--- config.mk ---
export PLATFORM = sky130hd
export DESIGN_NAME = bus_arbiter
export DESIGN_NICKNAME = d
export VERILOG_FILES = /design/src/rtl/bus_arbiter.sv
export SDC_FILE = /design/constraint.sdc
export NUM_CORES = 1
export LEC_CHECK = 0
export BUFFER_PORTS_ARGS = -buffer_cell sky130_fd_sc_hd__buf_2
export CAP_MARGIN = 20
export CORE_ASPECT_RATIO = 1.25
export CORE_UTILIZATION = 35
export CTS_CLUSTER_SIZE = 25
export DETAILED_ROUTE_END_ITERATION = 6
export HOLD_SLACK_MARGIN = 0.02
export PLACE_DENSITY = 0.57
export SKIP_LAST_GASP = 1
export SLEW_MARGIN = 10
export SYNTH_ARGS = -nofsm -noshare
export SYNTH_HDL_FRONTEND = slang
export SYNTH_SLANG_ARGS = --single-unit
export TNS_END_PERCENT = 20
--- constraint.sdc ---
create_clock -name clk -period 2.9 [get_ports clk]
set_input_delay 0.145 -clock clk [delete_from_list [all_inputs] [get_ports clk]]
set_output_delay 0.145 -clock clk [all_outputs]
set_load 0.005 [all_outputs]
--- src/rtl/bus_arbiter.sv ---
// rtl/bus_arbiter.sv - CPU/external bus arbiter with pipeline drain, burst limit and CPU cooldown
// Optional statistics counters are built when BUS_ARBITER_STATS_EN is defined.
module bus_arbiter #(
    parameter int PIPE_DEPTH = 2,
    parameter int MAX_BURST  = 16,
    parameter int MIN_CPU    = 2
) (
    input  logic        clk,
    input  logic        rst_n,
    input  logic        dma_req,
    input  logic        dma_done,
    input  logic        fetch_suppress_in,
    output logic        bus_request,
    output logic        dma_grant,
    output logic        bus_owner,
    output logic [7:0]  burst_count,
    output logic        forced_release,
    output logic [15:0] grant_total,
    output logic [15:0] preempt_total
);

    typedef enum logic [1:0] {
        S_CPU     = 2'd0,
        S_DRAIN   = 2'd1,
        S_GRANT   = 2'd2,
        S_RECOVER = 2'd3
    } state_t;

    localparam logic [7:0] DRAIN_LAST = 8'(PIPE_DEPTH - 1);
    localparam logic [7:0] BURST_LAST = 8'(MAX_BURST - 1);
    localparam logic [7:0] COOL_LOAD  = 8'(MIN_CPU);

    state_t     state;
    logic [7:0] drain_cnt;
    logic [7:0] cooldown;

    logic grant_entry;
    logic grant_exit;
    logic force_exit;

    // Strobes for the edges that enter and leave a grant; shared by the FSM and the statistics
    always_comb begin
        grant_entry = (state == S_DRAIN) && dma_req && !fetch_suppress_in
                      && (drain_cnt == DRAIN_LAST);
        grant_exit  = (state == S_GRANT)
                      && (dma_done || !dma_req || (burst_count == BURST_LAST));
        force_exit  = (state == S_GRANT) && dma_req && !dma_done
                      && (burst_count == BURST_LAST);
    end

    // Arbitration FSM; every output is registered alongside the state it belongs to
    always_ff @(posedge clk) begin
        if (!rst_n) begin
            state          <= S_CPU;
            drain_cnt      <= '0;
            cooldown       <= '0;
            bus_request    <= 1'b1;
            dma_grant      <= 1'b0;
            bus_owner      <= 1'b0;
            burst_count    <= '0;
            forced_release <= 1'b0;
        end else begin
            forced_release <= 1'b0;
            case (state)
                S_CPU: begin
                    bus_request <= 1'b1;
                    dma_grant   <= 1'b0;
                    bus_owner   <= 1'b0;
                    burst_count <= '0;
                    if (cooldown != 8'd0) begin
                        cooldown <= cooldown - 8'd1;
                    end
                    if (dma_req && (cooldown == 8'd0)) begin
                        state       <= S_DRAIN;
                        drain_cnt   <= '0;
                        bus_request <= 1'b0;
                    end
                end
                S_DRAIN: begin
                    if (!dma_req) begin
                        // Requester gave up before the grant: hand fetch straight back, no cooldown
                        state       <= S_CPU;
                        bus_request <= 1'b1;
                    end else if (fetch_suppress_in) begin
                        drain_cnt <= '0;
                    end else if (grant_entry) begin
                        state       <= S_GRANT;
                        dma_grant   <= 1'b1;
                        bus_owner   <= 1'b1;
                        burst_count <= '0;
                    end else begin
                        drain_cnt <= drain_cnt + 8'd1;
                    end
                end
                S_GRANT: begin
                    if (grant_exit) begin
                        state          <= S_RECOVER;
                        dma_grant      <= 1'b0;
                        bus_owner      <= 1'b0;
                        forced_release <= force_exit;
                    end else begin
                        burst_count <= burst_count + 8'd1;
                    end
                end
                S_RECOVER: begin
                    // One turnaround cycle, then the CPU is guaranteed its minimum window
                    state       <= S_CPU;
                    bus_request <= 1'b1;
                    cooldown    <= COOL_LOAD;
                    burst_count <= '0;
                end
                default: begin
                    state       <= S_CPU;
                    bus_request <= 1'b1;
                    dma_grant   <= 1'b0;
                    bus_owner   <= 1'b0;
                end
            endcase
        end
    end

`ifdef BUS_ARBITER_STATS_EN
    // Saturating counts of grants issued and grants cut short by the burst limit
    always_ff @(posedge clk) begin
        if (!rst_n) begin
            grant_total   <= '0;
            preempt_total <= '0;
        end else begin
            if (grant_entry && (grant_total != 16'hFFFF)) begin
                grant_total <= grant_total + 16'd1;
            end
            if (force_exit && (preempt_total != 16'hFFFF)) begin
                preempt_total <= preempt_total + 16'd1;
            end
        end
    end
`else
    assign grant_total   = '0;
    assign preempt_total = '0;
`endif

endmodule

# Word-level counts from Yosys, hierarchy flattened

Cells that the tools add are included.

Bitwise logic cells: 0
Reduce and logical (&&, ||, !) cells: 28
Multiplexer cells: 26
Div/mod/pow operators: 0
Shifts and indexed selects: 0
$add $sub $neg: 3
Magnitude comparators: 0
Multiply operators: 0
Equal/unequal tests: 16

Operators by type and width:

| operator                                                           | count |
|---|---|
| 8-bit two-way mux                                                  | 9 |
| 8-bit one-hot mux with 2 select lines                              | 2 |
| 8-bit one-hot mux with 3 select lines                              | 1 |
| 8-bit by 1-bit adder with 8-bit output, second input constant      | 2 |
| 2-bit != test, second input constant                               | 8 |
| 4-bit AND reduction                                                | 3 |
| 2-bit two-way mux                                                  | 5 |
| 3-bit != test, second input constant                               | 3 |
| 8-bit by 1-bit == test with 1-bit output, second input constant    | 1 |
| 8-bit by 4-bit == test with 1-bit output, second input constant    | 1 |
| 1-bit logical AND                                                  | 8 |
| 8-bit zero test                                                    | 1 |
| 2-bit one-hot mux with 4 select lines                              | 1 |
| 8-bit nonzero test                                                 | 1 |
| 8-bit by 1-bit subtractor with 8-bit output, second input constant | 1 |
| 1-bit two-way mux                                                  | 6 |
| 1-bit one-hot mux with 3 select lines                              | 2 |
| 3-bit nonzero test                                                 | 2 |
| 5-bit AND reduction                                                | 1 |
| 2-bit == test, second input constant                               | 2 |
| 2-bit AND reduction                                                | 2 |
| 2-bit nonzero test                                                 | 2 |
| 1-bit zero test                                                    | 3 |
| 3-bit AND reduction                                                | 1 |
| 4 further kinds                                                    | 5 |

Bits in writable memories: 0
Output and inout port bits: 44
Memories: 0
Bits of input ports: 5
Register bits after elaboration: 29
Bits in read-only memories: 0
Bits in latches: 0
Logic and storage cells: 80

# Longest topological paths before layout

Word-level depth: 8
Depth in mapped cells: 7

# Worst setup path after synthesis

Ideal clock, no wire load.

Path type: flip-flop to flip-flop
Start: register cooldown[0]
End: register cooldown[3]
Setup slack: 1.142 ns
Cell stages (with the launch flop): 8
Library setup time: 0.065 ns
Arrival: 1.693 ns
Clock period less this slack: 1.758 ns
Data required time: 2.835 ns
Path buffers: 0
Cell sequence: dfxtp_1 > inv_1 > ha_1 > or3b_2 > o21a_1 > nand3b_1 > mux2_2 > nor2_1

Cells in the longest elaborated chain, start to end: 3
Elaborated cells between the ends (all ways): 6
Classes of those cells: 1 x add/sub; 1 x eq/ne; 2 x mux; 2 x reduce/logical

Ends and longest elaborated chain:

| what                                                                              | line   | source |
|---|---|---|
| start, declared                                                                   | 35     | `logic [7:0] cooldown;` |
| start signal, assigned                                                            | 71     | `cooldown <= cooldown - 8'd1;` |
| 8-bit by 1-bit subtractor with 8-bit output or 8-bit nonzero test (tied branches) | 71, 70 |  |
| 8-bit two-way mux or 2-bit != test (tied branches)                                | n/a    |  |
| 8-bit one-hot mux with 2 select lines or 2-bit AND reduction (tied branches)      | n/a    |  |

Several ways; a longest one is shown, not always the timed one. The select of a mux whose other input is x is not followed.
A chain may end at the register's enable or synchronous reset.

# Worst setup path in the final report

Start: register cooldown[0]
End: register cooldown[7]

Same word-level chain as after synthesis.

==> summary.md <==
| Metric | Value |
|---|---|
| Die width | 66.44 microns |
| TritonCTS buffer count | 5 |
| Seq/Total Area, Yosys | 31.96% |
| Sequential cell area | 580.6 sq um |
| Fmax | 0.5291 GHz |
| Site Rows | 28 |
| Synth Cell Area | 1817 sq um |
| Yosys warnings | 0 |
| ANT nets after route | 0 |
| Via count | 1,448 |
| Avg Inst Size Synth | 8.074 sq um |
| P_leak | 0.7505 nW |
| Worst reg2reg path endpoint | cooldown[7] |
| Area delta synth->final | 5.510% |
| Hold Crit Class | in2reg |
| IO Pins | 49 |
| Crit path max fanout | 5 |
| CTS root buf | clkbuf_8 |
| PwrDens | 708.8 nW/um^2 |
| CTS Buffer Depth | 2 |
| Crit path from | cooldown[0] |
| Min Hold Slack | 0.2272 ns |
| Top cells by area, synth | dfxtp_1 32%, buf_4 14%, nor2_1 5.4% |
| Final min period | 1.890 ns |
| Setup violators final | 0 |
| Antenna violations before repair | 0 |
| Top-count cell post-synth | buf_4 |
| Post-Synthesis Cells | 225 |
| Synth area leader | dfxtp_1 |
| Number of unique standard cell types used by synthesis | 46 |
| Worst EP arrival | 2.10 ns |
| R2r setup slk | 1.01 ns |
| Nets@finish | 250 |
| First-pass GRT wire length | 6.030 mm |
| DP HPWL | 2.664 mm |
| Setup Buffers After CTS | 0 |
| Least-Margin Pin Slew | 0.6243 ns |
| Share of post-route cells with drive strength above 1 | 14.52% |
| Port-buffer cells | 16 |
| Post-synth EDFFs | 0 |
| Setup_tns | 0 ns |
| Layout Skew | 0.005456 ns |
| Hold-fix buffers, CTS | 0 |
| Pre-antenna DRT Iters | 4 |
| Top-area cell type share of the netlist area | 31.96% |
| Max Cap Violations | 0 |
| Async SR Flop Fraction | 0% |
| Initial drt markers | 59 |
| Layout fillers | 517 |
| Vias in the first global route | 1,309 |
| Final hold violation count | 0 |
| Status | finished clean |
| Critical path class | reg2reg |
| Die area | 5485 sq um |
| Worst reg2reg startpoint | cooldown[0] |
| Drt total wl | 3.555 mm |
| Clk sink count | 29 |
| CTS tree | done |
| CP delay by family, top | simple AND/OR/NAND/NOR gates |
| Critical path destination | cooldown[7] |
| Clk_lat worst skew | 0.28 ns |
| Die height | 82.55 microns |
| Synth Flop Type | dfxtp_1 |
| CP cell instances | inv_1 -> ha_1 -> or3b_2 -> o21a_1 -> nand3_1 -> mux2_1 -> nor2_1 |
| Slew headroom | 58.23% |
| Period utilisation layout | 65.17% |
| Post-cts resize count | 0 |
| Gr ovfl total | 0 |
| WP buf/inv | 1 |
| Worst setup SP type | flip-flop |
| CP required | 3.11 ns |
| Yosys reg bits | 29 |
| Starting Density | 37.31% |
| Max stage delay on crit path | 0.50 ns |
| Largest net degree at the start of global routing | 20 |
| Most frequent cells after synthesis | 33 x buf_4, 29 x dfxtp_1, 26 x nor2_1, 19 x nand2_1, 13 x a21oi_1 |
| Worst-path clk slew | 0.06 ns |
| Slowest stage cell, crit path | or3b_2 |
| Worst setup EP type | flip-flop |
| RSZ-0062 raised after global routing | no |
| Core area | 4870 sq um |
| Peak supply drop | 260.6 uV |
| CP Depth | 7 |
| WL/cell | 11.81 microns |
| Worst Reg-to-Reg Cells | 7 |
| Area of the multi-input gates | 1057 sq um |
| Drc violations | 0 |
| # diodes | 0 |
| # H-tree levels | 2 |
| Gr usage total | 14.46% |
| Via density | 4.811 |
| RePlAce Congestion | 0.7975 |
| Fin. max-slew vios | 0 |
==> logic make-up after synthesis <==
group                    after synthesis  share of synthesized area [%]
AO/OA/AOI/OAI                         48                          17.29
XOR/XNOR                               8                          3.857
adder cells (fa/ha/maj)                5                          3.444
buffers and inverters                 45                          16.25
flip-flops                            29                          31.96
multiplexers                           3                          1.791
other                                  1                         0.2064
AND/OR/NAND/NOR                       86                          25.21
==> flip-flops by register name (all words and copies together) (netlist names), named ones only <==
name and count:
bus_request 1, bus_owner 1, state 1, forced_release 1
drain_cnt 8, burst_count 8, cooldown 8
==> placed cells by master, fill, tap and decap left out, drive strengths merged, types with 2 or more instances in the layout <==
cell type,netlist,routed
conb,1,32
dfxtp,29,29
nor2,27,27
nand2,19,19
buf,35,16
o21ai,14,14
a21oi,13,13
nand3,9,9
nor3,8,8
a31oi,8,8
xnor2,7,7
clkbuf,4,7
inv,6,6
o21a,5,5
ha,5,5
nand2b,4,4
or4,3,3
a211oi,3,3
or3,3,3
nor4,3,3
nand3b,2,2
mux2,2,2
==> per-layer routing <==
| metal | share of wire (%) | wire length [microns] | track usage (%) |
|---|---|---|---|
| met1 | 45 | 1592 | 17.34 |
| met2 | 48 | 1712 | 23.98 |
| met3 | 4.8 | 169 | 3.709 |
| met4 | 2.3 | 80 | 6.809 |
| met5 | 0 | 0 | 0 |
==> power by group <==
| part | total (mW) | switching [mW] | leakage, nW | internal (mW) |
|---|---|---|---|---|
| combinational | 0.475 | 0.264 | 0.461 | 0.211 |
| sequential | 0.512 | 0.0578 | 0.235 | 0.454 |
| clock | 0.372 | 0.158 | 0.0542 | 0.214 |
| total | 1.36 | 0.480 | 0.750 | 0.879 |
==> cell type report <==
type / instances / share of cell area (%)
timing repair buffer: 16 / 4.178
clock inverter: 1 / 0.2611
tap: 60 / 3.916
sequential: 29 / 30.29
multi-input combinational: 182 / 55.16
clock buffer: 7 / 5.026
inverter: 6 / 1.175
==> how the worst min path moves through the flow <==
stage | cells after the start | slack (ns) | end | start
after floorplan | 2 | 0.33 | drain_cnt[1] | fetch_suppress_in
after global placement | 2 | 0.49 | drain_cnt[1] | drain_cnt[1]
after detailed placement | 1 | 0.50 | drain_cnt[6] | drain_cnt[6]
after CTS | 2 | 0.22 | bus_request | rst_n
after global routing | 2 | 0.25 | bus_request | rst_n
final | 2 | 0.23 | bus_request | rst_n
==> stage by stage <==
step / std cells / cell area [sq um] / setup slack [ns] / utilization, % / total power [mW]
2_1_floorplan: 256 / 1933 / 1.142 / - / 0.9511
3_5_place_dp: 293 / 1815 / 1.041 / 37.28 / 0.9921
4_1_cts: 301 / 1917 / 1.009 / 39.36 / 1.371
6_report: 301 / 1917 / 1.010 / 39.36 / 1.359
3_3_place_gp: 293 / 1815 / 1.052 / 37.28 / 0.9905
5_1_grt: 301 / 1917 / 0.8657 / 39.36 / 1.462
Power figures use the tool's default switching activity.
